[config.mk]
export PLATFORM = sky130hd
export DESIGN_NAME = button_cmd_gen_flat
export DESIGN_NICKNAME = d
export VERILOG_FILES = /design/src/rtl/button_cmd_gen_if.sv /design/src/rtl/button_cmd_gen.sv /design/src/flat_wrapper.sv
export SDC_FILE = /design/constraint.sdc
export NUM_CORES = 1
export LEC_CHECK = 0
export ABC_AREA = 0
export CAP_MARGIN = 15
export CORE_ASPECT_RATIO = 0.75
export CORE_UTILIZATION = 37
export DETAILED_ROUTE_END_ITERATION = 8
export HOLD_SLACK_MARGIN = 0.1
export PLACE_DENSITY = 0.58
export SLEW_MARGIN = 20
export SYNTH_ARGS = -nofsm -noshare
export SYNTH_HDL_FRONTEND = slang
export SYNTH_SLANG_ARGS = --single-unit
[constraint.sdc]
create_clock -name C -period 5.6 [get_ports C]
set_clock_uncertainty 0.05 [all_clocks]
set_input_delay 1.4 -clock C [delete_from_list [all_inputs] [get_ports C]]
set_output_delay 1.4 -clock C [all_outputs]
set_load 0.02 [all_outputs]
[src/rtl/button_cmd_gen_if.sv]
// Raw push-button inputs and the command strobes produced from them.
interface button_cmd_gen_if;
    logic [4:0] BTN;
    logic       L;
    logic       INC;
    logic       DEC;
    logic       SHL;
    logic       SHR;

    // The board/button side drives BTN and observes the strobes.
    modport master (output BTN, input L, INC, DEC, SHL, SHR);
    // The command generator samples BTN and drives the strobes.
    modport slave  (input BTN, output L, INC, DEC, SHL, SHR);
endinterface

[src/rtl/button_cmd_gen.sv]
// Button conditioning for the load/shift/count register: synchronise,
// debounce and edge-detect five buttons, auto-repeat INC/DEC while held,
// and arbitrate everything down to at most one registered strobe per cycle.
//
// state  | meaning
// -------+-----------------------------------------------------------
// IDLE   | no auto-repeat in progress
// DELAY  | INC/DEC press strobe issued, waiting for the first repeat
// REPEAT | owner still held, issuing a repeat strobe every period
module button_cmd_gen #(
    parameter int unsigned DB_CYCLES      = 1000000,
    parameter int unsigned RPT_DELAY      = 25000000,
    parameter int unsigned RPT_PERIOD     = 5000000,
    parameter bit          BTN_ACTIVE_LOW = 1'b1
) (
    input logic             C,
    input logic             R,
    button_cmd_gen_if.slave bus
);
    // Debounce counter only ever needs to hold DB_CYCLES-1.
    localparam int unsigned DBW = (DB_CYCLES > 1) ? $clog2(DB_CYCLES) : 1;
    localparam int unsigned RPT_MAX = (RPT_DELAY > RPT_PERIOD) ? RPT_DELAY : RPT_PERIOD;
    localparam int unsigned RW = $clog2(RPT_MAX);
    localparam logic [DBW-1:0] DB_LAST = DBW'(DB_CYCLES - 1);
    localparam logic [RW-1:0] DELAY_LOAD = RW'(RPT_DELAY - 1);
    localparam logic [RW-1:0] PERIOD_LOAD = RW'(RPT_PERIOD - 1);
    // Raw level that a released button presents on the pins.
    localparam logic [4:0] RAW_IDLE = BTN_ACTIVE_LOW ? 5'b11111 : 5'b00000;

    typedef enum logic [1:0] {
        S_IDLE,
        S_DELAY,
        S_REPEAT
    } rpt_state_t;

    logic [4:0]     sync_a;
    logic [4:0]     sync_b;
    logic [4:0]     level;
    logic [4:0]     db;
    logic [4:0]     db_d;
    logic [4:0]     press;
    logic [DBW-1:0] db_cnt [5];

    rpt_state_t     state;
    rpt_state_t     nxt_state;
    logic           owner;       // 0 = INC, 1 = DEC
    logic           nxt_owner;
    logic [RW-1:0]  rpt_cnt;
    logic [RW-1:0]  nxt_cnt;
    logic           owner_held;
    logic [4:0]     cmd;
    logic [4:0]     cmd_nxt;

    // Two-flop synchroniser on the raw pins, reset to the released level.
    always_ff @(posedge C) begin
        if (R) begin
            sync_a <= RAW_IDLE;
            sync_b <= RAW_IDLE;
        end else begin
            sync_a <= bus.BTN;
            sync_b <= sync_a;
        end
    end

    assign level = BTN_ACTIVE_LOW ? ~sync_b : sync_b;

    // Per-bit debounce: the state follows the synced level only after it has
    // disagreed for DB_CYCLES consecutive cycles; db_d feeds the press detector.
    always_ff @(posedge C) begin
        if (R) begin
            db   <= '0;
            db_d <= '0;
            for (int i = 0; i < 5; i++) begin
                db_cnt[i] <= '0;
            end
        end else begin
            db_d <= db;
            for (int i = 0; i < 5; i++) begin
                if (level[i] == db[i]) begin
                    db_cnt[i] <= '0;
                end else if (db_cnt[i] == DB_LAST) begin
                    db[i]     <= level[i];
                    db_cnt[i] <= '0;
                end else begin
                    db_cnt[i] <= db_cnt[i] + 1'b1;
                end
            end
        end
    end

    // Press candidates: debounced rising edges only; releases are ignored.
    assign press = db & ~db_d;

    // Repeat FSM state, owner and down-counting repeat timer.
    always_ff @(posedge C) begin
        if (R) begin
            state   <= S_IDLE;
            owner   <= 1'b0;
            rpt_cnt <= '0;
        end else begin
            state   <= nxt_state;
            owner   <= nxt_owner;
            rpt_cnt <= nxt_cnt;
        end
    end

    // Fixed-priority arbitration L > INC > DEC > SHL > SHR > repeat, plus the
    // repeat FSM transitions driven by whichever strobe wins.
    always_comb begin
        nxt_state  = state;
        nxt_owner  = owner;
        nxt_cnt    = rpt_cnt;
        cmd_nxt    = '0;
        owner_held = owner ? db[2] : db[1];

        if (state != S_IDLE && rpt_cnt != '0) begin
            nxt_cnt = rpt_cnt - 1'b1;
        end

        if (press[0]) begin
            cmd_nxt[0] = 1'b1;
            nxt_state  = S_IDLE;
        end else if (press[1]) begin
            cmd_nxt[1] = 1'b1;
            nxt_state  = S_DELAY;
            nxt_owner  = 1'b0;
            nxt_cnt    = DELAY_LOAD;
        end else if (press[2]) begin
            cmd_nxt[2] = 1'b1;
            nxt_state  = S_DELAY;
            nxt_owner  = 1'b1;
            nxt_cnt    = DELAY_LOAD;
        end else if (press[3]) begin
            cmd_nxt[3] = 1'b1;
            nxt_state  = S_IDLE;
        end else if (press[4]) begin
            cmd_nxt[4] = 1'b1;
            nxt_state  = S_IDLE;
        end else if (state != S_IDLE) begin
            if (!owner_held) begin
                nxt_state = S_IDLE;
            end else if (rpt_cnt == '0) begin
                // Timer expiry in DELAY or REPEAT both issue a repeat and
                // reload with the period.
                cmd_nxt[owner ? 2 : 1] = 1'b1;
                nxt_state = S_REPEAT;
                nxt_cnt   = PERIOD_LOAD;
            end
        end
    end

    // Registered strobes so every output is glitch-free and one cycle wide.
    always_ff @(posedge C) begin
        if (R) begin
            cmd <= '0;
        end else begin
            cmd <= cmd_nxt;
        end
    end

    assign bus.L   = cmd[0];
    assign bus.INC = cmd[1];
    assign bus.DEC = cmd[2];
    assign bus.SHL = cmd[3];
    assign bus.SHR = cmd[4];
endmodule
[src/flat_wrapper.sv]
// flat-port wrapper written by rule: the top's interface ports become plain ports
module button_cmd_gen_flat 
#(
    parameter int unsigned DB_CYCLES      = 1000000,
    parameter int unsigned RPT_DELAY      = 25000000,
    parameter int unsigned RPT_PERIOD     = 5000000,
    parameter bit          BTN_ACTIVE_LOW = 1'b1
)
  (C, R, bus_BTN, bus_L, bus_INC, bus_DEC, bus_SHL, bus_SHR);
  button_cmd_gen_if bus_i ();
  input logic C;
  input logic R;
  input wire logic [$bits(bus_i.BTN)-1:0] bus_BTN;
  output wire logic [$bits(bus_i.L)-1:0] bus_L;
  output wire logic [$bits(bus_i.INC)-1:0] bus_INC;
  output wire logic [$bits(bus_i.DEC)-1:0] bus_DEC;
  output wire logic [$bits(bus_i.SHL)-1:0] bus_SHL;
  output wire logic [$bits(bus_i.SHR)-1:0] bus_SHR;
  assign bus_i.BTN = bus_BTN;
  assign bus_L = bus_i.L;
  assign bus_INC = bus_i.INC;
  assign bus_DEC = bus_i.DEC;
  assign bus_SHL = bus_i.SHL;
  assign bus_SHR = bus_i.SHR;
  button_cmd_gen #(.DB_CYCLES(DB_CYCLES), .RPT_DELAY(RPT_DELAY), .RPT_PERIOD(RPT_PERIOD), .BTN_ACTIVE_LOW(BTN_ACTIVE_LOW)) u_core (.C(C), .R(R), .bus(bus_i));
endmodule
==> flow_metrics.tcl, run 1 <==
set metrics [dict create \
    path_cells "clkdlybuf4s50_1 > buf_4 > or3_1 > nor2_1" \
    cts-resized-gates 0 \
    cts_made_buffers 17 \
    place_congestion 0.779 \
    setup_viol 0 \
    area_growth_pct 16.8 \
    track_usage 0.140 \
    swShare 0.221 \
    fin_nets 868 \
    drv_cap 0 \
    drive_above_1_share 0.0611 \
    slew_headroom 0.524 \
    yosysSeqAreaShare 0.534 \
    slowest_stage "or3_1" \
    wl_um 13500 \
    start_kind "primary input" \
    hp-class "reg2reg" \
    ios 12 \
    power_frac_seq 0.529 \
    insertion_delay_ns 0.42 \
    max_stage_delay_ns 0.64 \
    power.internal_uw 1870 \
    core_area_um2 20200 \
    antenna_found_initial 0 \
    ir_drop_mv 0.149 \
    status "completed" \
    cts_max_level 4 \
    finalHoldViolations 0 \
    cp.required_ns 5.69 \
    crit_buf_inv 2 \
    synth_edf_count 100 \
    setup-tns-final_ns 0 \
    finalCriticalPeriod_ns 2.92 \
    fp.dieH_um 126 \
    grt_max_degree 46 \
    synthFlopType "edfxtp_1" \
    dpl.hpwl_um 9320 \
    p_clk_frac 0.440 \
    final_cells 1126 \
    synth.avg_cell_area_um2 10.2 \
    diodes 0 \
    drtIter0Drc 304 \
    antenna_left 0 \
    vias 5312 \
    gr-total-overflow 0 \
    fmax_ghz 0.343 \
    initial_core_util 0.376 \
    async_reset_ff_frac 0 \
    worst_slew_pin_slew_ns 0.709 \
    maxSlewViolCount 0 \
    rsz0062_at_grt "false" \
    port_buffers 11 \
    place_area_um2 8340 \
    stdcell_area_um2 8880 \
    synth.distinct_cells 52 \
    p_per_area_nw_per_um2 270 \
    drt-pass1-iter-count 4 \
    pwr-share-comb 0.031 \
    fp-row-count 45 \
    worstSetupEndpointType "register" \
    die-area_um2 21100 \
    arrival_ns 3.01 \
    vias_per_cell 4.72 \
    cts_root_buf "clkbuf_16" \
    netlist_instances 745 \
    critPathTopFamily "buffers and inverters" \
    netlist_area_um2 7600 \
    wire_per_inst_um 12.0 \
    cts_num_sinks 153 \
    hold_buffers 0 \
    ctsLongestPathBuffers 2 \
    crit_fanout 45 \
    layout_commonest_cell "nor2_1" \
    p_leak_uw 0.00316 \
    crit_type "in2reg" \
    die_w_um 168 \
    yosysWarnings 0 \
    switchingPower_uw 530 \
    fin_crit_sh 0.521 \
    ys_seq_elements 153 \
    cts_tree "built" \
    path_clk_slew_ns 0.06 \
    drc 0 \
    final_cell_mix "nor2_1 (138), edfxtp_1 (100), conb_1 (100), xor2_1 (68), dfxtp_1 (53)" \
    dp_cells 1094 \
    grt_pass1_wl_um 23900 \
    grt_pass1_vias 5034 \
    cts_setup_buffers 0 \
]
## worst paths after layout
kind	slack [ns]	depth (start not counted)	to	startpoint
min	0.36	1	u_core.sync_b[0]	u_core.sync_a[0]
min reg2reg	0.36	1	u_core.sync_b[0]	u_core.sync_a[0]
max reg2reg	3.01	7	u_core.rpt_cnt[16]	u_core.rpt_cnt[0]
max	2.68	4	u_core.db_cnt[0][19]	R
## state kept, by name, summed over array words and instances (netlist names)
register	flops
u_core.rpt_cnt	25
u_core.sync_b	5
u_core.db	5
u_core.owner	1
u_core.db_cnt	100
u_core.state	2
u_core.db_d	5
u_core.cmd	5
u_core.sync_a	5
## area by class of cell
class | count | area [um2]
sequential | 153 | 4060
fill | 1944 | 11300
inverter | 17 | 63.8
timing repair buffer | 14 | 133
clock buffer | 18 | 429
multi-input combinational | 652 | 3760
tap | 258 | 323
clock inverter | 14 | 108
## synth_stat cells, types with 12 or more instances
cell type  instances  area share
and4_1            12       0.014
and3_1            20       0.016
edfxtp_1         100        0.39
xor2_1            68       0.078
clkbuf_1          18      0.0089
nand4_1           23       0.019
nand2_1           43       0.021
inv_1             17      0.0084
dfxtp_1           53        0.14
nand3_1           50       0.033
xnor2_1           35       0.040
nor2_1           138       0.068
nor3_1            20       0.013
nor4_1            13       0.011
## routing by layer
| layer | global-route usage | vias up | part of all wire |
|---|---|---|---|
| li1 | - | 2792 | - |
| met1 | 0.200 | 2461 | 0.54 |
| met2 | 0.207 | 50 | 0.42 |
| met3 | 0.0324 | 9 | 0.029 |
| met4 | 0.0502 | 0 | 0.0095 |
| met5 | 0 | - | 0 |
## kinds of logic after synthesis
kind of cell,synth area share
and+or+nand+nor,0.268
buffers and inverters,0.0197
DFF,0.534
AOI/OAI and AO/OA,0.0466
adders and majority gates,0.00987
muxes,0.00263
xor gates and xnor gates,0.119
other,0.000493
## per-stage QoR
step	setup WS [ns]	utilization	hold WS, ns	power [uW]
4_1_cts	2.64	0.439	0.357	2430
3_5_place_dp	2.19	0.413	0.343	1370
5_1_grt	2.49	0.439	0.371	2490
3_3_place_gp	2.21	0.413	0.342	1370
6_report	2.68	0.439	0.357	2400
2_1_floorplan	3.00	-	0.339	1340
## power groups by stage
stage | logic [uW] | registers, uW | clock network [uW]
2_1_floorplan | 59.3 | 1280 | 0
3_3_place_gp | 72.4 | 1290 | 0
3_5_place_dp | 72.1 | 1290 | 0
4_1_cts | 72.7 | 1270 | 1090
5_1_grt | 86.1 | 1280 | 1130
6_report | 73.3 | 1270 | 1060
No activity file was read; power rests on OpenSTA's default activity.
==> inputs of run 2 (changes only) <==
--- a/config.mk
+++ b/config.mk
@@ -11,7 +11,7 @@
 export CORE_UTILIZATION = 37
 export DETAILED_ROUTE_END_ITERATION = 8
 export HOLD_SLACK_MARGIN = 0.1
-export PLACE_DENSITY = 0.58
+export PLACE_DENSITY = 0.6
 export SLEW_MARGIN = 20
 export SYNTH_ARGS = -nofsm -noshare
 export SYNTH_HDL_FRONTEND = slang
==> constraint.sdc (replaced) <==
create_clock -name C -period 2.55 [get_ports C]
set_clock_uncertainty 0.05 [all_clocks]
set_input_delay 0.6375 -clock C [delete_from_list [all_inputs] [get_ports C]]
set_output_delay 0.6375 -clock C [all_outputs]
set_load 0.02 [all_outputs]
==> flow_metrics.tcl, run 2 (synthesized netlist as in run 1, its figures left out) <==
set metrics [dict create \
    arrival_ns 2.48 \
    swShare 0.212 \
    crit_type "reg2reg" \
    fmax_ghz 0.460 \
    drv_cap 0 \
    setup-tns-final_ns 0 \
    grt_max_degree 24 \
    finalCriticalPeriod_ns 2.17 \
    drt-pass1-iter-count 4 \
    regMostFlops "u_core.db_cnt" \
    antenna_found_initial 0 \
    drtIter0Drc 337 \
    p_leak_uw 0.00324 \
    place_congestion 0.775 \
    core_area_um2 20200 \
    port_buffers 11 \
    met3_usage 0.0424 \
    antenna_left 0 \
    grt_pass1_vias 4975 \
    multi_input_area_um2 3770 \
    hp-class "reg2reg" \
    initial_core_util 0.376 \
    dpl.hpwl_um 9450 \
    die_w_um 168 \
    fp-row-count 45 \
    cts_tree "built" \
    wire_per_inst_um 11.8 \
    path_clk_slew_ns 0.06 \
    min_delay_path_depth 1 \
    layout_commonest_cell "nor2_1" \
    ctsLongestPathBuffers 2 \
    slew_headroom 0.586 \
    gr-total-overflow 0 \
    grt_pass1_wl_um 23500 \
    p_per_area_nw_per_um2 606 \
    largest_reg_flops 100 \
    status "completed" \
    start_kind "register" \
    ir_drop_mv 0.307 \
    hold_buffers 0 \
    cts_root_buf "clkbuf_16" \
    cts_made_buffers 17 \
    insertion_delay_ns 0.42 \
    rsz0062_at_grt "false" \
    p_clk_frac 0.460 \
    drc 0 \
    ff_latch_area_um2 4060 \
    die-area_um2 21100 \
    ios 12 \
    diodes 0 \
    pwr-share-comb 0.031 \
    cts_max_level 4 \
    worst_slew_pin_slew_ns 0.616 \
    vias_per_cell 4.64 \
    fin_crit_sh 0.853 \
    busiest_layer "met1" \
    top_regs "u_core.db_cnt x100, u_core.rpt_cnt x25" \
    maxSlewViolCount 0 \
    whs_ns 0.357 \
    nFillCells 1930 \
    drive_above_1_share 0.0761 \
    power.internal_uw 4320 \
    cts_num_sinks 153 \
    grtUsageMet1 0.196 \
    fin_nets 880 \
    area_growth_pct 18.8 \
    fp.dieH_um 126 \
    grt_util_met2 0.195 \
    worstSetupEndpointType "register" \
    setup_viol 0 \
    final_cell_mix "nor2_1 (138), edfxtp_1 (100), conb_1 (100), xor2_1 (68), dfxtp_1 (53)" \
    wl_um 13400 \
    crit_fanout 12 \
    finalHoldViolations 0 \
    cp.required_ns 2.86 \
    power_frac_seq 0.510 \
    switchingPower_uw 1160 \
    worst_r2r_path_depth 8 \
    track_usage 0.137 \
    vias 5278 \
]
run 2: cell types whose count changed in the layout (fill, tap and decap cells not counted), sizes merged:
cell,change
buf,+13
inv,-1
clkbuf,+1
clkinv,-2
bufinv,+2
clkdlybuf4s50,-1
run 2: worst paths after layout:
kind,start,end,slack (ns)
max,u_core.rpt_cnt[0],u_core.rpt_cnt[22],0.38
min,u_core.sync_a[2],u_core.sync_b[2],0.36
max reg2reg,u_core.rpt_cnt[0],u_core.rpt_cnt[22],0.38
min reg2reg,u_core.sync_a[2],u_core.sync_b[2],0.36
run 2: what timing repair did:
item / CTS / global route
buffers inserted: 0 / 0
endpoints found under the setup margin: 0 / 1
gates resized for setup: 0 / 1
run 2: metal layers:
layer	share of wire	wire (um)
met2	0.40	5340
met5	0	0
met3	0.032	425
met4	0.0098	131
met1	0.56	7510
run 2: worst max-delay path: stages, from the launching register on:
cell and delay, ns:
dfxtp_1 0.34, inv_1 0.07, ha_1 0.22, nor4b_2 0.18, nand3_1 0.08, buf_4 0.17, nand3_1 0.21, or4b_2 0.68
nand3_1 0.10
run 2: power by group through the flow:
stage	Clock, uW	Combinational (uW)	Sequential [uW]
floorplan	0	130	2820
global placement	0	165	2840
detailed placement	0	164	2840
CTS	2600	166	2790
global route	2700	194	2800
finish	2520	167	2790
run 2: cell type report:
type                    count  share of cell area
well taps                 258              0.0357
clock inverters            13              0.0170
multi-input cells         652               0.417
inverters                  17             0.00706
flip-flops and latches    153               0.450
clock buffers              19              0.0479
repair buffers             26              0.0255
run 2: through the flow:
step,worst slack (ns),instance area [um2],std cells,total power (uW),util
after global routing,0.180,9030,1138,5700,0.447
after detailed placement,0.365,8440,1106,3010,0.418
after CTS,0.341,9030,1138,5560,0.447
final,0.376,9030,1138,5470,0.447
after floorplan,0.544,7980,844,2950,-
after global placement,0.384,8440,1106,3010,0.418
